[config.mk]
export PLATFORM = sky130hd
export DESIGN_NAME = spi_mosi_cmd_decoder
export DESIGN_NICKNAME = d
export VERILOG_FILES = /design/src/rtl/flash_cmd_pkg.sv /design/src/rtl/spi_in_sync.sv /design/src/rtl/spi_mosi_cmd_decoder.sv
export SDC_FILE = /design/constraint.sdc
export NUM_CORES = 1
export LEC_CHECK = 0
export ABC_AREA = 0
export CAP_MARGIN = 10
export CORE_MARGIN = 8
export CORE_UTILIZATION = 30
export CTS_CLUSTER_DIAMETER = 200
export DETAILED_ROUTE_END_ITERATION = 10
export DONT_BUFFER_PORTS = 1
export MAX_ROUTING_LAYER = met4
export PLACE_DENSITY = 0.48
export SLEW_MARGIN = 20
export SYNTH_ARGS = -nofsm -noshare
export SYNTH_HDL_FRONTEND = slang
export SYNTH_SLANG_ARGS = --single-unit
[constraint.sdc]
create_clock -name clk -period 1.5 [get_ports clk]
set_input_delay 0.3 -clock clk [delete_from_list [all_inputs] [get_ports clk]]
set_output_delay 0.3 -clock clk [all_outputs]
set_load 0.02 [all_outputs]
[src/rtl/flash_cmd_pkg.sv]
// rtl/flash_cmd_pkg.sv - flash opcodes, decoder states and opcode classifiers; SPI_FAST_READ_EN adds 0x0B as a read
package flash_cmd_pkg;

    localparam int ADDR_W = 24;

    localparam logic [7:0] OP_READ      = 8'h03;
    localparam logic [7:0] OP_FAST_READ = 8'h0B;
    localparam logic [7:0] OP_PP        = 8'h02;
    localparam logic [7:0] OP_SE        = 8'h20;
    localparam logic [7:0] OP_BE        = 8'hD8;

    typedef enum logic [1:0] {
        ST_IDLE,
        ST_CMD,
        ST_ADDR,
        ST_PASS
    } state_t;

    function automatic logic is_read_op(input logic [7:0] op);
`ifdef SPI_FAST_READ_EN
        return (op == OP_READ) || (op == OP_FAST_READ);
`else
        return (op == OP_READ);
`endif
    endfunction

    function automatic logic is_addr_op(input logic [7:0] op);
        return is_read_op(op) || (op == OP_PP) || (op == OP_SE) || (op == OP_BE);
    endfunction

endpackage

[src/rtl/spi_in_sync.sv]
// rtl/spi_in_sync.sv - synchronizers for host sclk/cs_n/mosi with sclk-rise and cs_n-rise pulses
module spi_in_sync #(
    parameter int SYNC_STAGES = 2
) (
    input  logic clk,
    input  logic rst,
    input  logic h_sclk,
    input  logic h_cs_n,
    input  logic h_mosi,
    output logic sclk_rise,
    output logic cs_rise,
    output logic cs_n_s,
    output logic mosi_s
);

    logic [SYNC_STAGES-1:0] sclk_ff;
    logic [SYNC_STAGES-1:0] cs_ff;
    logic [SYNC_STAGES-1:0] mosi_ff;
    logic                   sclk_d;
    logic                   cs_d;

    // cs_n chain resets deasserted so a reset never looks like a transaction start
    always_ff @(posedge clk) begin
        if (rst) begin
            sclk_ff <= '0;
            cs_ff   <= '1;
            mosi_ff <= '0;
            sclk_d  <= 1'b0;
            cs_d    <= 1'b1;
        end else begin
            sclk_ff <= {sclk_ff[SYNC_STAGES-2:0], h_sclk};
            cs_ff   <= {cs_ff[SYNC_STAGES-2:0], h_cs_n};
            mosi_ff <= {mosi_ff[SYNC_STAGES-2:0], h_mosi};
            sclk_d  <= sclk_ff[SYNC_STAGES-1];
            cs_d    <= cs_ff[SYNC_STAGES-1];
        end
    end

    assign sclk_rise = sclk_ff[SYNC_STAGES-1] & ~sclk_d;
    assign cs_rise   = cs_ff[SYNC_STAGES-1] & ~cs_d;
    assign cs_n_s    = cs_ff[SYNC_STAGES-1];
    assign mosi_s    = mosi_ff[SYNC_STAGES-1];

endmodule

[src/rtl/spi_mosi_cmd_decoder.sv]
// rtl/spi_mosi_cmd_decoder.sv - SPI MOSI snooper steering the MISO mux select; SPI_FAST_READ_EN decodes 0x0B as read
module spi_mosi_cmd_decoder
    import flash_cmd_pkg::*;
#(
    parameter logic [ADDR_W-1:0] SF_BASE     = 24'h100000,
    parameter logic [ADDR_W-1:0] SF_LIMIT    = 24'h200000,
    parameter int                SYNC_STAGES = 2
) (
    input  logic              clk,
    input  logic              rst,
    input  logic              h_sclk,
    input  logic              h_cs_n,
    input  logic              h_mosi,
    output logic              flash_select,
    output logic              cmd_valid,
    output logic [7:0]        cmd_opcode,
    output logic              addr_valid,
    output logic [ADDR_W-1:0] cmd_addr,
    output logic              busy
);

    logic              sclk_rise;
    logic              cs_rise;
    logic              cs_n_s;
    logic              mosi_s;
    state_t            state;
    logic [4:0]        bit_cnt;
    logic [ADDR_W-2:0] shift_q;
    logic              sel_eval;
    logic              field_last;
    logic [7:0]        op_next;

    spi_in_sync #(.SYNC_STAGES(SYNC_STAGES)) u_sync (
        .clk       (clk),
        .rst       (rst),
        .h_sclk    (h_sclk),
        .h_cs_n    (h_cs_n),
        .h_mosi    (h_mosi),
        .sclk_rise (sclk_rise),
        .cs_rise   (cs_rise),
        .cs_n_s    (cs_n_s),
        .mosi_s    (mosi_s)
    );

    assign op_next    = {shift_q[6:0], mosi_s};
    assign field_last = sclk_rise && (((state == ST_CMD) && (bit_cnt == 5'd7)) ||
                                      ((state == ST_ADDR) && (bit_cnt == 5'd23)));

    always_ff @(posedge clk) begin
        cmd_valid  <= 1'b0;
        addr_valid <= 1'b0;
        sel_eval   <= 1'b0;
        if (rst) begin
            state        <= ST_IDLE;
            bit_cnt      <= '0;
            shift_q      <= '0;
            flash_select <= 1'b0;
            cmd_opcode   <= '0;
            cmd_addr     <= '0;
            busy         <= 1'b0;
        end else if (state == ST_IDLE) begin
            bit_cnt      <= '0;
            shift_q      <= '0;
            flash_select <= 1'b0;
            busy         <= 1'b0;
            if (!cs_n_s) begin
                state <= ST_CMD;
                busy  <= 1'b1;
            end
        end else if (cs_n_s && !(cs_rise && field_last)) begin
            // deselect aborts; a final bit landing with the cs_n rise finishes first
            state        <= ST_IDLE;
            bit_cnt      <= '0;
            shift_q      <= '0;
            flash_select <= 1'b0;
            busy         <= 1'b0;
        end else begin
            if (sel_eval) begin
                flash_select <= is_read_op(cmd_opcode) && (cmd_addr >= SF_BASE) &&
                                (cmd_addr < SF_LIMIT);
            end
            if (sclk_rise) begin
                case (state)
                    ST_CMD: begin
                        if (bit_cnt == 5'd7) begin
                            cmd_opcode <= op_next;
                            cmd_valid  <= 1'b1;
                            bit_cnt    <= '0;
                            shift_q    <= '0;
                            state      <= is_addr_op(op_next) ? ST_ADDR : ST_PASS;
                        end else begin
                            shift_q <= {shift_q[ADDR_W-3:0], mosi_s};
                            bit_cnt <= bit_cnt + 5'd1;
                        end
                    end
                    ST_ADDR: begin
                        if (bit_cnt == 5'd23) begin
                            cmd_addr   <= {shift_q, mosi_s};
                            addr_valid <= 1'b1;
                            sel_eval   <= 1'b1;
                            bit_cnt    <= '0;
                            shift_q    <= '0;
                            state      <= ST_PASS;
                        end else begin
                            shift_q <= {shift_q[ADDR_W-3:0], mosi_s};
                            bit_cnt <= bit_cnt + 5'd1;
                        end
                    end
                    default: ;
                endcase
            end
        end
    end

endmodule

==> summary.md <==
| Metric | Value |
|---|---|
| Number of rows created at floorplan | 36 |
| Yosys cell types | 46 |
| Average cell area after synthesis | slightly below 10 um^2 |
| Buffers plus inverters on the worst setup path | 1 |
| Number of buffers added on ports | 0 |
| PnR worst setup slack | -0.1529 ns |
| Type of element launching the critical path | flip-flop |
| Routed WL | approximately 7.5 mm |
| Number of synthesized flops with an enable pin | 0 |
| Combined global-route utilization of all metal layers | 11.46% |
| Arrival time of the worst setup path | between 1.5 and 2 ns |
| Worst slack at placement | -0.2121 ns |
| Number of max-slew violations in the final report | 0 |
| Transition time of the tightest slew-check pin | 0.5033 ns |
| Antenna Violating Nets Remaining | 0 |
| Cell Count Post-Placement | between 400 and 500 |
| Number of nets in the final layout | roughly 350 |
| Clock transition at path regs | ~0.080 ns |
| Clock network latency to the later pin of the worst-skew pair | roughly 0.35 ns |
| H-tree levels | 3 |
| Global-route wire length before repair | ~12 mm |
| Count of final setup violators | 59 |
| Max Clock Skew | ~0.0093 ns |
| Cell with the largest stage delay on the worst path | dfxtp_4 |
| Clock Path Buffers | 2 |
| Static leakage | 1.345 nW |
| Routed wire per std cell | between 15 and 20 um |
| Overall die area | 13470 um^2 |
| Number of antenna repair diodes | 0 |
| Via density | about 4.7 |
| CTS Root Cell | clkbuf_8 |
| Setup crit end kind | flip-flop |
| Violated checks | setup timing |
| Drt first-iter violations | 112 |
| Highest fanout seen on the critical path | 4 |
| Number of clock buffers inserted by TritonCTS | 9 |
| Maximum number of pins on one net before global-route repair | 56 |
| Proportion of layout cells with a drive suffix above 1 | about a third |
| Status | complete, but fails checks |
| Count of warnings emitted by yosys | 0 |
| Final cycle utilization of the critical path | 110.2% |
| Endpoint required time on the critical path | between 1.5 and 2 ns |
| TritonCTS clock tree | built |
| Antenna violations before repair | 0 |
| Worst hold-check path type | in -> reg |
| Portion of the post-synthesis area used by sequential elements | between 40% and 50% |
| Nets in the synthesized netlist | about 320 |
| Number of remaining DRC errors | 0 |
| I/O pin total | approximately 40 |
| Maxcap violations | 0 |
| Synth Cell Area | approximately 3000 um^2 |
| Die H | approximately 120 um |
| Final standard cell count with taps included and fillers excluded | between 400 and 500 |
| Total of flip-flops plus latches after synthesis | 74 |
| Number of global-route vias before repair | 2215 |
| Critical path's largest stage delay | ~0.38 ns |
| Peak ir drop on the vdd network | between 0.5 and 0.6 mV |
| Gate count after technology mapping | 310 |
| Gate family responsible for the most delay along the worst path | compound AO/OA/AOI/OAI gates |
| Category of the critical setup timing path | reg -> reg |
| Share of synthesized registers carrying an async set or reset | 0% |
| Number of search-and-repair iterations in the first detailed-routing pass | 4 |
| Number of vias in the routed layout | about 2300 |
| Core box area | roughly 9700 um^2 |
| Weighted congestion reported at the end of routability-driven placement | approximately 0.8 |
| Rel. slew slack | roughly two thirds |
| Detailed Place HPWL | 4.904 mm |
| Area delta synth->final | 33.63% |
| Clock sink count | between 70 and 80 |
| Effective utilization at floorplan | between 30% and 40% |
| Post-layout minimum cycle time | roughly 1.7 ns |
| Highest clock rate | between 600 and 700 MHz |
| Total gr overflow | 0 |
| Total power density per cell area | 1202 nW/um^2 |
| Setup repair after global routing missed its margin | true |
| Horizontal die dimension | 116.0 um |
| Worst path cell trace | inv_4, ha_4, nor2b_1, a311oi_2, nor2_1, a2111oi_4 |
| Post-synth top flop | dfxtp_1 |
| Total power | 4.824 mW |
| Number of hold-slack violations in the final timing report | 0 |
-- placed cells by master (no fill, tap or decap), drive strengths merged, types with 2 or more instances in the layout --
cell type	count
clkbuf	12
nor4	2
bufinv	2
nand2	65
inv	4
nand2b	4
nand4	2
a311oi	2
a2111o	2
a21oi	6
mux2i	35
or4	2
a22oi	23
dlygate4sd3	3
and3b	2
a2111oi	3
or2	3
nor2	31
clkinv	2
nor2b	7
nand3b	2
dfxtp	74
buf	36
ha	4
nor3	2
-- power breakdown --
part / internal [mW] / switching, mW / total, mW
Clock: 0.943 / 0.767 / 1.71
Combinational: 0.490 / 0.557 / 1.05
Sequential: 2.01 / 0.0540 / 2.07
Total: 3.45 / 1.38 / 4.82
-- registers in the layout, summed over array words and instances, names as in the netlist --
name	flops
shift_q	23
u_sync.mosi_ff	2
cmd_valid	1
cmd_opcode	8
bit_cnt	5
flash_select	1
u_sync.sclk_ff	2
state	2
u_sync.cs_d	1
cmd_addr	24
u_sync.sclk_d	1
busy	1
u_sync.cs_ff	2
sel_eval	1
-- cells by family after synthesis --
family / Yosys count / share of synthesized area (%)
AO/OA/AOI/OAI: 44 / 12.54
adder cells (fa/ha/maj): 4 / 1.667
XOR/XNOR: 2 / 0.5834
buffers and inverters: 23 / 4.041
AND/OR/NAND/NOR: 128 / 20.17
flip-flops: 74 / 49.33
multiplexers: 35 / 11.67
-- cell type report --
cell class              instances  area, um^2
fillers                       987        5717
well taps                     133       166.4
flip-flops and latches         74        1491
clock buffers                  10       127.6
repair buffers                 41       425.4
multi-input cells             213        1695
inverters                       3       16.27
clock inverters                 6       90.09
-- per-layer routing --
metal | track usage, % | part of all wire [%] | vias up
met5 | - | 0 | -
met4 | 5.704 | 0.81 | 0
met3 | 3.439 | 6.7 | 2
met2 | 16.72 | 46 | 41
met1 | 14.04 | 47 | 1088
li1 | - | - | 1138
-- worst paths after layout --
check / startpoint / endpoint / slack, ns / cells past startpoint
min: rst / u_sync.mosi_ff[0] / 0.02 / 1
min reg2reg: u_sync.cs_ff[0] / u_sync.cs_ff[1] / 0.41 / 1
max reg2reg: state[0] / state[0] / -0.15 / 6
max: state[0] / state[0] / -0.15 / 6
-- synth_stat cells (2+ instances only) --
cell type	instances	share of area [%]
mux2i_1	35	12
buf_2	4	0.67
clkbuf_1	10	1.3
a22oi_1	23	5.8
nor2b_1	7	1.5
or2_2	3	0.63
nand2_1	63	7.9
or4_1	2	0.50
dfxtp_1	74	49
nand2_2	2	0.42
buf_4	2	0.50
ha_1	4	1.7
nor3_1	2	0.33
a2111o_1	2	0.75
buf_6	3	1.1
and3b_1	2	0.58
nand2b_1	4	0.83
nor2_1	21	2.6
inv_1	3	0.37
nor2_2	10	2.1
nand3b_1	2	0.50
nand4_1	2	0.42
a21oi_1	6	1.0
nor4_1	2	0.42
-- repair_timing --
action,CTS,global route
setup buffers,1,3
hold buffers,2,1
pin swaps,4,13
gates cloned,0,3
endpoints found under the hold margin,3,2
endpoints found under the setup margin,64,65
gates resized for setup,3,62
-- through the flow --
stage          util [%]  instance area, um^2  hold WS [ns]  setup TNS, ns
5_1_grt           41.24                 4013      0.001906         -9.534
4_1_cts           37.44                 3642      0.001877         -7.364
3_3_place_gp      34.80                 3386        0.3759         -4.466
2_1_floorplan         -                 3057        0.3716         -2.637
6_report          41.24                 4013       0.01710         -5.223
3_5_place_dp      34.80                 3386        0.3753         -6.644
(Power assumes the default switching activity.)
